--- config.mk ---
export PLATFORM = sky130hd
export DESIGN_NAME = power_spectrum
export DESIGN_NICKNAME = d
export VERILOG_FILES = /design/src/rtl/mfcc_pkg.sv /design/src/rtl/frame_bin_counter.sv /design/src/rtl/power_spectrum.sv
export SDC_FILE = /design/constraint.sdc
export NUM_CORES = 1
export LEC_CHECK = 0
export BUFFER_PORTS_ARGS = -buffer_cell sky130_fd_sc_hd__buf_4
export CAP_MARGIN = 20
export CELL_PAD_IN_SITES_DETAIL_PLACEMENT = 1
export CELL_PAD_IN_SITES_GLOBAL_PLACEMENT = 1
export CORE_ASPECT_RATIO = 0.6
export CORE_UTILIZATION = 30
export DETAILED_ROUTE_END_ITERATION = 7
export PLACE_DENSITY_LB_ADDON = 0.1
export SLEW_MARGIN = 20
export SYNTH_ARGS = -nofsm -noshare
export SYNTH_HDL_FRONTEND = slang
export SYNTH_HIERARCHICAL = 1
export SYNTH_SLANG_ARGS = --single-unit
export TNS_END_PERCENT = 100
--- constraint.sdc ---
create_clock -name clk_in -period 5.6 [get_ports clk_in]
set_clock_uncertainty 0.05 [all_clocks]
set_input_delay 0.28 -clock clk_in [delete_from_list [all_inputs] [get_ports clk_in]]
set_output_delay 0.28 -clock clk_in [all_outputs]
set_load 0.01 [all_outputs]
--- src/rtl/mfcc_pkg.sv ---
// Shared types and defaults for the MFCC front end.
// Used by power_spectrum and frame_bin_counter.
package mfcc_pkg;

    localparam int N_FFT_DEFAULT = 512;
    localparam int FFT_IN_WIDTH  = 16;
    localparam int POWER_WIDTH   = 32;

    typedef struct packed {
        logic signed [FFT_IN_WIDTH-1:0] re;
        logic signed [FFT_IN_WIDTH-1:0] im;
    } complex_sample_t;

    // Counter width that stays at least one bit for tiny frames.
    function automatic int cnt_width(input int n);
        return (n > 1) ? $clog2(n) : 1;
    endfunction

endpackage

--- src/rtl/frame_bin_counter.sv ---
// Modulo-N_FFT bin counter producing the per-beat last tag.
// Optional frame-length check: POWER_SPECTRUM_FRAME_CHECK_EN.
module frame_bin_counter
    import mfcc_pkg::*;
#(
    parameter int N_FFT = N_FFT_DEFAULT
) (
    input  logic i_clk,
    input  logic i_rst_n,
    input  logic i_push,
    input  logic i_last,
    output logic o_last_tag,
    output logic o_frame_error
);

    localparam int CW = cnt_width(N_FFT);
    localparam logic [CW-1:0] LAST_BIN = CW'(N_FFT - 1);

    logic [CW-1:0] r_bin;
    logic          w_at_end;
    logic          w_next_zero;

    assign w_at_end = (r_bin == LAST_BIN);

`ifdef POWER_SPECTRUM_FRAME_CHECK_EN
    logic r_err;
    logic w_early;

    // An early last closes the frame on this beat.
    assign w_early       = i_last && !w_at_end;
    assign o_last_tag    = w_at_end || w_early;
    assign w_next_zero   = w_at_end || w_early;
    assign o_frame_error = r_err;

    // Sticky flag: any transfer whose last marker disagrees with the count.
    always_ff @(posedge i_clk or negedge i_rst_n) begin
        if (!i_rst_n) begin
            r_err <= 1'b0;
        end else if (i_push && (i_last != w_at_end)) begin
            r_err <= 1'b1;
        end
    end
`else
    logic w_unused_last;

    assign w_unused_last = i_last;
    assign o_last_tag    = w_at_end;
    assign w_next_zero   = w_at_end;
    assign o_frame_error = 1'b0;
`endif

    // Advance one bin per accepted beat, wrapping at frame end.
    always_ff @(posedge i_clk or negedge i_rst_n) begin
        if (!i_rst_n) begin
            r_bin <= '0;
        end else if (i_push) begin
            r_bin <= w_next_zero ? '0 : r_bin + 1'b1;
        end
    end

endmodule

--- src/rtl/power_spectrum.sv ---
// Streaming |X|^2 stage: two-register pipeline with backpressure.
// Frame-length checking is enabled by POWER_SPECTRUM_FRAME_CHECK_EN.
module power_spectrum
    import mfcc_pkg::*;
#(
    parameter int N_FFT     = N_FFT_DEFAULT,
    parameter int IN_WIDTH  = FFT_IN_WIDTH,
    parameter int OUT_WIDTH = POWER_WIDTH,
    parameter int SHIFT     = 0
) (
    input  logic                  clk_in,
    input  logic                  rst_n_in,
    input  logic [2*IN_WIDTH-1:0] fft_data_in,
    input  logic                  fft_valid_in,
    input  logic                  fft_last_in,
    output logic                  fft_ready_out,
    output logic [OUT_WIDTH-1:0]  power_data_out,
    output logic                  power_valid_out,
    output logic                  power_last_out,
    input  logic                  power_ready_in,
    output logic                  frame_error_out
);

    localparam int PW = 2 * IN_WIDTH;
    localparam int SW = PW + 1;

    logic                        w_en;
    logic                        w_push;
    logic                        w_last_tag;
    logic signed [IN_WIDTH-1:0]  w_re;
    logic signed [IN_WIDTH-1:0]  w_im;
    logic signed [PW-1:0]        w_re_sq;
    logic signed [PW-1:0]        w_im_sq;
    logic [SW-1:0]               w_sum;
    logic [SW-1:0]               w_shr;
    logic [OUT_WIDTH-1:0]        w_sat;

    logic                        r_s1_valid;
    logic                        r_s1_last;
    logic [PW-1:0]               r_s1_re_sq;
    logic [PW-1:0]               r_s1_im_sq;

    logic                        r_s2_valid;
    logic                        r_s2_last;
    logic [OUT_WIDTH-1:0]        r_s2_data;

    assign w_en          = !r_s2_valid || power_ready_in;
    assign fft_ready_out = w_en && rst_n_in;
    assign w_push        = fft_valid_in && fft_ready_out;

    assign w_re    = fft_data_in[PW-1:IN_WIDTH];
    assign w_im    = fft_data_in[IN_WIDTH-1:0];
    assign w_re_sq = w_re * w_re;
    assign w_im_sq = w_im * w_im;

    // Squares are non-negative, so zero-extension is exact.
    assign w_sum = {1'b0, r_s1_re_sq} + {1'b0, r_s1_im_sq};
    assign w_shr = w_sum >> SHIFT;

    generate
        if (OUT_WIDTH >= SW) begin : g_wide
            assign w_sat = OUT_WIDTH'(w_shr);
        end else begin : g_sat
            assign w_sat = (|w_shr[SW-1:OUT_WIDTH]) ? '1
                                                    : w_shr[OUT_WIDTH-1:0];
        end
    endgenerate

    frame_bin_counter #(
        .N_FFT(N_FFT)
    ) u_cnt (
        .i_clk        (clk_in),
        .i_rst_n      (rst_n_in),
        .i_push       (w_push),
        .i_last       (fft_last_in),
        .o_last_tag   (w_last_tag),
        .o_frame_error(frame_error_out)
    );

    // Stage 1: squares, valid and last tag of the accepted beat.
    always_ff @(posedge clk_in or negedge rst_n_in) begin
        if (!rst_n_in) begin
            r_s1_valid <= 1'b0;
            r_s1_last  <= 1'b0;
            r_s1_re_sq <= '0;
            r_s1_im_sq <= '0;
        end else if (w_en) begin
            r_s1_valid <= w_push;
            r_s1_last  <= w_last_tag;
            r_s1_re_sq <= w_re_sq;
            r_s1_im_sq <= w_im_sq;
        end
    end

    // Stage 2: summed, shifted, saturated power presented downstream.
    always_ff @(posedge clk_in or negedge rst_n_in) begin
        if (!rst_n_in) begin
            r_s2_valid <= 1'b0;
            r_s2_last  <= 1'b0;
            r_s2_data  <= '0;
        end else if (w_en) begin
            r_s2_valid <= r_s1_valid;
            r_s2_last  <= r_s1_valid && r_s1_last;
            r_s2_data  <= w_sat;
        end
    end

    assign power_data_out  = r_s2_data;
    assign power_valid_out = r_s2_valid;
    assign power_last_out  = r_s2_last;

endmodule

Word-level counts from Yosys, hierarchy flattened
Cells that the tools add are included.
{"block": "totals", "word_cells": 20, "inputBits": 37, "ff_bits": 109, "output_inout_bits": 36}
{"block": "op_classes", "add_sub_neg": 2, "n_eq_ne": 1, "reduce_logical": 5, "muxes": 2, "multipliers": 2}
{"op": "16-bit by 16-bit multiplier with 32-bit output", "n": 2}
{"op": "32-bit by 32-bit adder with 33-bit output", "n": 1}
{"op": "32-bit two-way mux", "n": 1}
{"op": "9-bit by 1-bit adder with 9-bit output, second input constant", "n": 1}
{"op": "9-bit == test, second input constant", "n": 1}
{"op": "9-bit two-way mux", "n": 1}
{"op": "1-bit logical AND", "n": 3}
{"op": "1-bit logical NOT", "n": 1}
{"op": "1-bit logical OR", "n": 1}

Logic depth before layout (Yosys ltp)
{"block": "logic_depth", "word_depth": 4, "ltp_mapped": 24}

Cells and area by module
Netlist, hierarchy kept.
{"mod": "power_spectrum", "area_each_um2": 22685.5, "instances": 1, "cells_per_inst": 2448}
{"mod": "frame_bin_counter", "area_each_um2": 498.0, "instances": 1, "cells_per_inst": 50}

Worst setup path before layout
OpenSTA, ideal clock, no wires.
{"block": "synth_timing", "kind": "in2reg", "start": "in fft_data_in[15]", "end": "reg r_s1_im_sq[29]", "arrival_ns": 6.014, "slack_ns": -0.559, "path_stages": 21, "setup_time_ns": 0.095, "path_buffers": 2, "path_cell_list": "clkbuf_1 > clkbuf_1 > nand2_1 > fa_1 > inv_1 > fa_1 > fa_1 > fa_1 > fa_1 > inv_1 > fa_1 > inv_1 > ha_1 > a21oi_1 > o21ai_0 > a2111oi_0 > a21o_1 > a21oi_1 > o21a_1 > o21a_1 > o31ai_1"}
{"block": "synth_via", "elab_chain_len": 1}
{"element": "from (decl)", "line_no": "power_spectrum.sv:13", "text": "input logic [2*IN_WIDTH-1:0] fft_data_in,"}
{"element": "16-bit by 16-bit multiplier with 32-bit output", "line_no": "power_spectrum.sv:54", "text": "assign w_im_sq = w_im * w_im;"}
{"element": "to (signal assigned)", "line_no": "power_spectrum.sv:91", "text": "r_s1_im_sq <= w_im_sq;"}
{"element": "to (decl)", "line_no": "power_spectrum.sv:41", "text": "logic [PW-1:0] r_s1_im_sq;"}
No other way between the ends.
A chain may end at the register's enable or synchronous reset.

Final worst setup path
{"block": "layout_timing", "start": "in fft_data_in[3]", "end": "reg r_s1_im_sq[31]"}
The elaborated chain is that of the path after synthesis.

==> results.sh <==
export IMPL_r2r_start="r_s1_re_sq[19]$_DFFE_PN0N_"
export IMPL_wl_per_cell_um=17.1
export IMPL_routed_via_density=4.54
export IMPL_gp_congestion=0.819
export IMPL_synth_seq_cells=107
export IMPL_ctsRootBufferMaster="clkbuf_16"
export IMPL_grt_pass1_wl_um=111000
export IMPL_fillCellCount=8718
export IMPL_die_h_um=217
export IMPL_top_usage_layer="met1"
export IMPL_finalWirelength_um=66600
export IMPL_clk_insertion_delay_late_ns=0.38
export IMPL_initial_utilization_pct=30.5
export IMPL_drtAntennaViolNets=0
export IMPL_synth_top_family_by_area="adder cells"
export IMPL_io_buffer_count=70
export IMPL_drt_iter0_markers=688
export IMPL_crit_top_cell="fa_1"
export IMPL_grt_usage_pct=17.9
export IMPL_cp_depth=21
export IMPL_seq_area_frac_synth_pct=11.5
export IMPL_synth_xor_xnor_area_share_pct=3.93
export IMPL_num_rows=78
export IMPL_final_setup_viol_count=1
export IMPL_synthTopCellsByArea="fa_1, dfrtp_1, ha_1"
export IMPL_vias=17700
export IMPL_tritoncts="yes"
export IMPL_crit_end="r_s1_im_sq[31]$_DFFE_PN0N_"
export IMPL_synth_simple_area_share_pct=11.4
export IMPL_cp_slowest_cell="fa_1"
export IMPL_synth_area_mux_share_pct=0.453
export IMPL_drive_gt1_share_pct=21.0
export IMPL_drc=0
export IMPL_fmax_ghz=0.179
export IMPL_hpwl_um=59400
export IMPL_reg2reg_setup_slack_ns=1.83
export IMPL_critPathTopFamily="adder cells"
export IMPL_cts_buffer_depth=2
export IMPL_syn_cell_area_sq_um=23200
export IMPL_rsz0062_at_grt="yes"
export IMPL_die_w_um=361
export IMPL_synth_ff_type="dfrtp_1"
export IMPL_avgSynthCellArea_sq_um=9.28
export IMPL_gr_usage_met3_pct=2.11
export IMPL_grt_pass1_vias=20000
export IMPL_cp_cell_sequence="buf_12, clkinvlp_4, nor2_4, fa_2, buf_4, fa_1, fa_1, fa_1, fa_1, inv_1, fa_1, inv_1, ha_4, and4_4, and4_4, o2111ai_4, a21o_1, a21oi_4, o211ai_1, and3_1, o31ai_1"
export IMPL_slew_headroom_pct=34.3
export IMPL_fin_setup_tns_ns=-0.000836
export IMPL_synth_compound_area_share_pct=9.16
export IMPL_synth_cell_types=67
export IMPL_crit_start="fft_data_in[3]"
export IMPL_cap_violations=0
export IMPL_end_kind="register"
export IMPL_first_pass_iters=5
export IMPL_ff2ff_path_depth=9
export IMPL_status="finished, violations left"
export IMPL_synth_adder_area_share_pct=51.9
export IMPL_path_class="input port to register"
export IMPL_die_area_sq_um=78400
export IMPL_violations="setup timing"
export IMPL_synth_top_cell_by_area="fa_1"
export IMPL_grt_overflow=0
export IMPL_path_clk_slew_ns=0.07
export IMPL_hold_slack_ns=0.370
export IMPL_yosysWarnings=6
export IMPL_cts_buffers=9
export IMPL_grt_use_met1_pct=29.0
export IMPL_antenna_found_initial=4
export IMPL_cts_htree_levels=3
export IMPL_worst_pin_slew_ns=0.982
export IMPL_worstHoldPathType="input port to register"
export IMPL_cp_required_ns=5.83
export IMPL_drv_slew=0
export IMPL_yosysTopAreaCellShare_pct=40.4
export IMPL_grt_max_degree=82
export IMPL_synth_nets=3216
export IMPL_crit_fanout=5
export IMPL_timing_rr_end="power_data_out[5]$_DFFE_PN0N_"
export IMPL_crit_path_max_incr_delay_ns=0.54
export IMPL_fin_nets=3600
export IMPL_yosysMostFrequentCell="inv_1"
export IMPL_crit_arrival_ns=5.83
export IMPL_core_sq_um=76000
export IMPL_cp_num_buf_inv=5
export IMPL_finalCritPeriodShare_pct=100
export IMPL_synth_common_cells="inv_1, fa_1, nand2_1, ha_1, nor2_1"
export IMPL_min_period_ns=5.60
export IMPL_synth_edf_count=0
export IMPL_ios=73
export IMPL_syn_instance_count=2498
export IMPL_post_dp_cell_area_sq_um=27400
export IMPL_finalHoldViolations=0
export IMPL_syn_to_final_growth_pct=24.0
export IMPL_setup_slack_ns=-0.000836
export IMPL_cp_start_kind="input port"
export IMPL_async_reset_ff_share_pct=100
export IMPL_clock_sinks=107
export IMPL_final_area_sq_um=28700
export IMPL_use_met2_pct=26.1
-- routing by layer --
layer,vias up,share of wire [%]
li1,8423,-
met3,21,2.4
met2,115,42
met1,9104,55
met5,-,0
met4,0,0.29
-- through the flow --
| stage | std cells | setup slack, ns | util [%] |
|---|---|---|---|
| 2_1_floorplan | 2498 | -0.0324 | - |
| 3_3_place_gp | 3835 | -0.647 | 36.1 |
| 3_5_place_dp | 3835 | -0.656 | 36.1 |
| 4_1_cts | 3861 | -0.00799 | 36.9 |
| 5_1_grt | 3886 | -0.203 | 37.8 |
| 6_report | 3887 | -0.000836 | 37.8 |
-- state kept, by name, summed over array words and instances, names as in the netlist --
| name | count |
|---|---|
| r_s1_last | 1 |
| power_data_out | 32 |
| power_last_out | 1 |
| r_s1_re_sq | 31 |
| u_cnt/r_bin | 9 |
| r_s1_im_sq | 31 |
| power_valid_out | 1 |
| r_s1_valid | 1 |
-- area by class of cell --
cell class	count	area, sq um	share of cell area [%]
multi-input cells	1683	18500	64.4
clock inverters	5	77.6	0.270
well taps	1000	1250	4.35
flip-flops and latches	107	2680	9.32
repair buffers	446	3590	12.5
diodes	1	2.50	0.00871
clock buffers	10	239	0.831
inverters	635	2400	8.37
-- placed cells by master (no fill, tap or decap), types with 11 or more instances in the layout --
cell type,Yosys,layout
o21bai_1,11,11
nor2_1,117,104
a21o_1,32,31
buf_6,3,22
buf_4,1,409
nand3_1,29,28
nand2b_1,15,13
a21oi_1,91,75
and2_1,73,65
ha_1,213,195
xor2_1,26,25
nor3_1,22,22
a21oi_2,0,13
buf_12,0,11
o22a_1,31,31
dfrtp_1,107,107
ha_4,0,17
fa_1,468,460
inv_1,635,620
xnor2_1,78,76
o21ai_0,61,46
nand2_1,241,235
-- what timing repair did --
action | 4_1_cts | 5_1_grt
resized for setup | 41 | 131
setup endpoints to repair | 12 | 28
pin swaps | 17 | 87
endpoints found under the hold margin | 24 | 0
setup buffers | 10 | 25
hold buffers | 1 | 0
-- worst min-delay path, stage by stage --
cell and delay, ns:
buf_4 0.15, buf_4 0.19, nand3_1 0.08, nand2_1 0.05
-- how the worst min path moves through the flow --
stage | startpoint | to | slack, ns | cells past startpoint
2_1_floorplan | rst_n_in | power_data_out[0]$_DFFE_PN0N_ | -0.07 | 0
3_3_place_gp | rst_n_in | r_s1_re_sq[26]$_DFFE_PN0N_ | 0.24 | 1
3_5_place_dp | rst_n_in | r_s1_re_sq[26]$_DFFE_PN0N_ | 0.25 | 1
4_1_cts | fft_data_in[1] | r_s1_im_sq[2]$_DFFE_PN0N_ | 0.35 | 4
5_1_grt | fft_data_in[1] | r_s1_im_sq[2]$_DFFE_PN0N_ | 0.38 | 4
6_report | fft_data_in[1] | r_s1_im_sq[2]$_DFFE_PN0N_ | 0.37 | 4
-- cell families after synthesis --
family / after synthesis
adder cells (fa/ha/maj): 681
other: 1
AND/OR/NAND/NOR: 567
XOR/XNOR: 104
AO/OA/AOI/OAI: 320
flip-flops: 107
multiplexers: 10
buffers and inverters: 708
Power is left out: the tool's default activity adds up to more than one toggle a clock period on the data nets, which glitch-free logic cannot reach.
